$ cat src/rtl/pair_avg_pkg.sv
// Shared phase type, width helpers and averaging arithmetic for pair_avg_stream.
// Build option: define PAIR_AVG_ROUND_EN to round half up; otherwise results truncate.
package pair_avg_pkg;

    localparam int FRAME_LEN_DEF = 128;
    localparam int STRIDE_DEF    = 8;
    localparam int CALC_W        = 32;

    typedef enum logic {
        PH_FILL = 1'b0,
        PH_EMIT = 1'b1
    } phase_t;

    function automatic int k_width(input int frame_len);
        return (frame_len > 1) ? $clog2(frame_len) : 1;
    endfunction

    function automatic int p_width(input int stride);
        return (stride > 1) ? $clog2(stride) : 1;
    endfunction

    // Widths for the default configuration; instances derive their own via the helpers.
    localparam int K_W = k_width(FRAME_LEN_DEF);
    localparam int P_W = p_width(STRIDE_DEF);

    // One extra bit on the sum keeps a + b exact for any operand width up to CALC_W.
    function automatic logic [CALC_W-1:0] avg_calc(input logic [CALC_W-1:0] a,
                                                   input logic [CALC_W-1:0] b);
        logic [CALC_W:0] sum;
        sum = {1'b0, a} + {1'b0, b};
`ifdef PAIR_AVG_ROUND_EN
        return CALC_W'((sum >> 1) + {{CALC_W{1'b0}}, sum[0]});
`else
        return CALC_W'(sum >> 1);
`endif
    endfunction

endpackage

$ cat src/rtl/pair_avg_hist_buf.sv
// Circular history of the last STRIDE samples. rd_data is the entry about to be
// overwritten, i.e. the sample exactly STRIDE accepts older than wr_data.
module pair_avg_hist_buf
    import pair_avg_pkg::*;
#(
    parameter int DATA_W = 8,
    parameter int STRIDE = STRIDE_DEF
) (
    input  logic              clk,
    input  logic              reset,
    input  logic              wr_en,
    input  logic [DATA_W-1:0] wr_data,
    output logic [DATA_W-1:0] rd_data
);

    localparam int PW = p_width(STRIDE);

    logic [PW-1:0]     wp;
    logic [DATA_W-1:0] mem [STRIDE];

    assign rd_data = mem[wp];

    // Explicit wrap so STRIDE need not be a power of two.
    always_ff @(posedge clk) begin
        if (reset) begin
            wp <= '0;
        end else if (wr_en) begin
            wp <= (wp == PW'(STRIDE - 1)) ? '0 : wp + PW'(1);
        end
    end

    always_ff @(posedge clk) begin
        if (wr_en) begin
            mem[wp] <= wr_data;
        end
    end

endmodule

$ cat src/rtl/pair_avg_stream.sv
// Streaming pairwise averager: sample k >= STRIDE of each frame emits avg(x[k-STRIDE], x[k]).
// Build option: PAIR_AVG_ROUND_EN selects round-half-up instead of truncation.
module pair_avg_stream
    import pair_avg_pkg::*;
#(
    parameter int DATA_W    = 8,
    parameter int STRIDE    = STRIDE_DEF,
    parameter int FRAME_LEN = FRAME_LEN_DEF
) (
    input  logic              clk,
    input  logic              reset,
    input  logic              in_valid,
    output logic              in_ready,
    input  logic [DATA_W-1:0] in_data,
    output logic              out_valid,
    input  logic              out_ready,
    output logic [DATA_W-1:0] out_data,
    output logic              out_last
);

    localparam int KW = k_width(FRAME_LEN);

    logic [KW-1:0]     k;
    logic              accept;
    logic              last_sample;
    phase_t            phase;
    logic [DATA_W-1:0] oldest;

    // Handshake: a transfer happens on a rising edge where valid && ready are both high on
    // that side. in_ready only frees up when the held result leaves this cycle, so an
    // accepted sample can never overwrite an unconsumed result.
    assign in_ready    = !reset && (!out_valid || out_ready);
    assign accept      = in_valid && in_ready;
    assign last_sample = (k == KW'(FRAME_LEN - 1));
    assign phase       = (k >= KW'(STRIDE)) ? PH_EMIT : PH_FILL;

    pair_avg_hist_buf #(
        .DATA_W (DATA_W),
        .STRIDE (STRIDE)
    ) u_hist (
        .clk     (clk),
        .reset   (reset),
        .wr_en   (accept),
        .wr_data (in_data),
        .rd_data (oldest)
    );

    // The index restarts each frame, so the history slot read in the emit phase was always
    // written within the same frame.
    always_ff @(posedge clk) begin
        if (reset) begin
            k <= '0;
        end else if (accept) begin
            k <= last_sample ? '0 : k + KW'(1);
        end
    end

    always_ff @(posedge clk) begin
        if (reset) begin
            out_valid <= 1'b0;
            out_data  <= '0;
            out_last  <= 1'b0;
        end else if (accept && phase == PH_EMIT) begin
            out_valid <= 1'b1;
            out_data  <= DATA_W'(avg_calc(CALC_W'(oldest), CALC_W'(in_data)));
            out_last  <= last_sample;
        end else if (out_valid && out_ready) begin
            out_valid <= 1'b0;
        end
    end

endmodule

$ cat config.mk
export PLATFORM = sky130hd
export DESIGN_NAME = pair_avg_stream
export DESIGN_NICKNAME = d
export VERILOG_FILES = /design/src/rtl/pair_avg_pkg.sv /design/src/rtl/pair_avg_hist_buf.sv /design/src/rtl/pair_avg_stream.sv
export SDC_FILE = /design/constraint.sdc
export NUM_CORES = 1
export LEC_CHECK = 0
export BUFFER_PORTS_ARGS = -buffer_cell sky130_fd_sc_hd__buf_2
export CAP_MARGIN = 30
export CELL_PAD_IN_SITES_DETAIL_PLACEMENT = 1
export CELL_PAD_IN_SITES_GLOBAL_PLACEMENT = 2
export CORE_ASPECT_RATIO = 0.8
export CORE_MARGIN = 2
export CORE_UTILIZATION = 44
export DETAILED_ROUTE_END_ITERATION = 8
export PLACE_DENSITY = 0.88
export REMOVE_ABC_BUFFERS = 1
export SETUP_SLACK_MARGIN = 0.3
export SYNTH_ARGS = -nofsm -noshare
export SYNTH_HDL_FRONTEND = slang
export SYNTH_HIERARCHICAL = 1
export SYNTH_SLANG_ARGS = --single-unit
$ cat constraint.sdc
create_clock -name clk -period 3.4 [get_ports clk]
set_input_delay 0 -clock clk [delete_from_list [all_inputs] [get_ports clk]]
set_output_delay 0 -clock clk [all_outputs]
set_load 0.02 [all_outputs]
==> impl_metrics.env <==
export IMPL_status="finished, final reports clean"
export IMPL_ys_seq_elements=87
export IMPL_fin_skew_ns=0.0121
export IMPL_seq_power_share=0.583
export IMPL_critical_path_buf_inv_count=1
export IMPL_path_delay_family="multiplexers"
export IMPL_postRouteAntennaNets=0
export IMPL_gr_usage_all_layers=0.186
export IMPL_ir_drop_mv=0.210
export IMPL_crit_arrival_ns=3.09
export IMPL_grt_pass1_vias=2352
export IMPL_htree_levels=3
export IMPL_finalHoldViolCount=0
export IMPL_area_growth_pct=13.8
export IMPL_portBuffers=22
export IMPL_fin_ws_ns=0.598
export IMPL_cp_required_ns=3.69
export IMPL_start_util=0.451
export IMPL_wl_per_cell_microns=20.1
export IMPL_multiInputGateArea_sq_um=1330
export IMPL_post_cts_setup_buffers=0
export IMPL_clockBufferDepth=2
export IMPL_reg2reg_depth=8
export IMPL_internal_power_uw=1490
export IMPL_crit_type="reg2reg"
export IMPL_postSynthCellCount=245
export IMPL_ys_seq_area_frac=0.628
export IMPL_worstSetupEndpointType="register"
export IMPL_post_route_period_util=0.824
export IMPL_setup_tns_ns=0
export IMPL_grt_setup_unrepaired="no"
export IMPL_setup_viol=0
export IMPL_critPathLaunchType="register"
export IMPL_tritoncts="built"
export IMPL_r2r_end="out_data[5]$_SDFFE_PP0P_"
export IMPL_worst_slew_pin_slew_ns=0.721
export IMPL_async_flop_share=0
export IMPL_rows=30
export IMPL_regArea_sq_um=2380
export IMPL_syn_area_per_cell_sq_um=15.5
export IMPL_p_per_area_nw_per_um2=459
export IMPL_nFillCells=861
export IMPL_min_path_type="in2reg"
export IMPL_power_clock_fraction=0.335
export IMPL_worst_r2r_setup_slack_ns=0.60
export IMPL_clock_root_buffer="clkbuf_8"
export IMPL_fmax_mhz=357
export IMPL_synth_flop_cell="edfxtp_1"
export IMPL_crit_end="out_data[5]$_SDFFE_PP0P_"
export IMPL_drc=0
export IMPL_power_frac_comb=0.082
export IMPL_clk_latency_ns=0.36
export IMPL_die_h_microns=87.0
export IMPL_leakagePower_uw=0.00153
export IMPL_dp_slack_ns=0.617
export IMPL_relSlewSlack=0.519
export IMPL_viasPerCell=5.59
export IMPL_slowest_delay_ns=0.61
export IMPL_cp_max_fo=16
export IMPL_synth_cell_types=49
export IMPL_dp_hpwl_microns=5680
export IMPL_drive_above_1_share=0.224
export IMPL_synth_edf_count=64
export IMPL_syn_area_sq_um=3790
export IMPL_period_needed_ns=2.80
export IMPL_hold_slack_ns=0.0447
export IMPL_dr_pass1_iters=4
export IMPL_core_area_sq_um=8410
export IMPL_slew_viol_final=0
export IMPL_via_count=2270
export IMPL_grt_pass1_wl_microns=12600
export IMPL_ios=23
export IMPL_grt_overflow=0
export IMPL_yosys_warnings=6
export IMPL_antenna_found_initial=0
export IMPL_crit_chain="buf_4 > mux4_1 > mux2_2 > ha_1 > or3b_2 > nor4_1 > a31oi_1 > o211ai_1"
export IMPL_gp_congestion=0.735
export IMPL_dieWidth_microns=108
export IMPL_clk_pin_slew_worst_paths_ns=0.09
export IMPL_final_nets=313
export IMPL_layout_commonest_cell="edfxtp_1"
export IMPL_numClockSinks=87
export IMPL_layout_cells_most_common_list="edfxtp_1, dfxtp_1, buf_2"
export IMPL_finalWirelength_microns=8180
export IMPL_power_switching_uw=489
export IMPL_switching_share=0.246
export IMPL_cpMaxStageDelayCell="mux4_1"
export IMPL_grt_max_degree=20
export IMPL_diodes=0
export IMPL_drtIter0Drc=90
export IMPL_dieArea_sq_um=9380
export IMPL_crit_cells=8
export IMPL_cap_violations=0
export IMPL_cts_buffers=9
## cell type report
| type | instances | area share |
|---|---|---|
| clock buffer | 9 | 0.0287 |
| multi-input combinational | 144 | 0.307 |
| clock inverter | 7 | 0.0122 |
| tap | 112 | 0.0325 |
| timing repair buffer | 40 | 0.0615 |
| sequential | 87 | 0.552 |
| inverter | 7 | 0.00609 |
## per-layer routing
metal	global-route usage	up-vias	wire length, microns
li1	-	1052	-
met1	0.241	1171	3770
met2	0.314	37	4070
met3	0.0501	10	255
met4	0.0455	0	88
met5	0	-	0
## worst register-to-register path: cells and delay by family, from the launching register on
kind / cells / cell delay [ns]
AND/OR/NAND/NOR: 2 / 0.74
buffers and inverters: 1 / 0.30
AO/OA/AOI/OAI: 2 / 0.15
adder cells (fa/ha/maj): 1 / 0.34
flip-flops: 1 / 0.32
multiplexers: 2 / 0.90
## cells by family (layout without fill, tap and decap cells)
| group | count (synthesis) | count (layout) | share of synthesized area |
|---|---|---|---|
| buf+inv | 14 | 63 | 0.0224 |
| fa+ha+maj | 12 | 12 | 0.0416 |
| mux | 26 | 26 | 0.139 |
| flops | 87 | 87 | 0.628 |
| simple gates | 65 | 65 | 0.0934 |
| xor+xnor | 5 | 5 | 0.0115 |
| compound gates | 36 | 36 | 0.0640 |
## synth_stat cells (2+ instances only)
library cell	count	area, sq um
edfxtp_1	64	1920
dfxtp_1	23	460
nor2_1	19	71.3
mux4_1	15	394
a21oi_1	12	60.1
nand2_1	12	45.0
ha_1	11	138
mux2_2	8	90.1
inv_1	7	26.3
nand2b_1	6	37.5
o21a_1	5	37.5
o21ai_0	5	25.0
nand3_1	4	20.0
nor3_1	4	20.0
nand4_1	3	18.8
nor2b_1	3	18.8
xnor2_1	3	26.3
a211oi_1	2	15.0
buf_6	2	22.5
clkbuf_1	2	7.51
mux2i_1	2	20.0
o211ai_1	2	15.0
o31ai_2	2	25.0
or3_1	2	12.5
or3b_2	2	17.5
xor2_1	2	17.5
## flip-flops by register name, indices dropped and copies added, names as in the netlist, named ones only
| name | flops |
|---|---|
| out_data | 8 |
| u_hist/mem | 64 |
| out_last | 1 |
| u_hist/wp | 3 |
| out_valid | 1 |
| k | 7 |
## stage by stage
step	std cells	area [sq um]	utilization	power, uW
2_1_floorplan	238	3730	-	1280
3_3_place_gp	382	4060	0.483	1330
3_5_place_dp	382	4060	0.483	1340
4_1_cts	406	4320	0.513	2000
5_1_grt	406	4320	0.513	2060
6_report	406	4320	0.513	1980
## power by group through the flow
stage               Sequential [uW]  Clock [uW]  Combinational [uW]
global route                   1160         724                 179
finish                         1160         664                 163
floorplan                      1180           0                96.4
global placement               1180           0                 149
CTS                            1160         682                 165
detailed placement             1180           0                 157
## worst min-delay path by stage
stage / to / depth (start not counted) / slack [ns] / startpoint
final: k[4]$_SDFFE_PP0P_ / 2 / 0.04 / reset
after global routing: k[4]$_SDFFE_PP0P_ / 2 / 0.05 / reset
after CTS: k[4]$_SDFFE_PP0P_ / 2 / 0.04 / reset
after detailed placement: u_hist/mem[4][4]$_DFFE_PP_ / 1 / 0.30 / in_data[4]
after global placement: u_hist/mem[6][3]$_DFFE_PP_ / 1 / 0.29 / in_data[3]
after floorplan: k[6]$_SDFFE_PP0P_ / 1 / 0.07 / reset
## repair_timing
item	CTS	global route
endpoints found under the setup margin	0	0
endpoints found under the hold margin	64	0
gates resized for setup	0	0
hold buffers	8	0
Power figures use the tool's default switching activity.
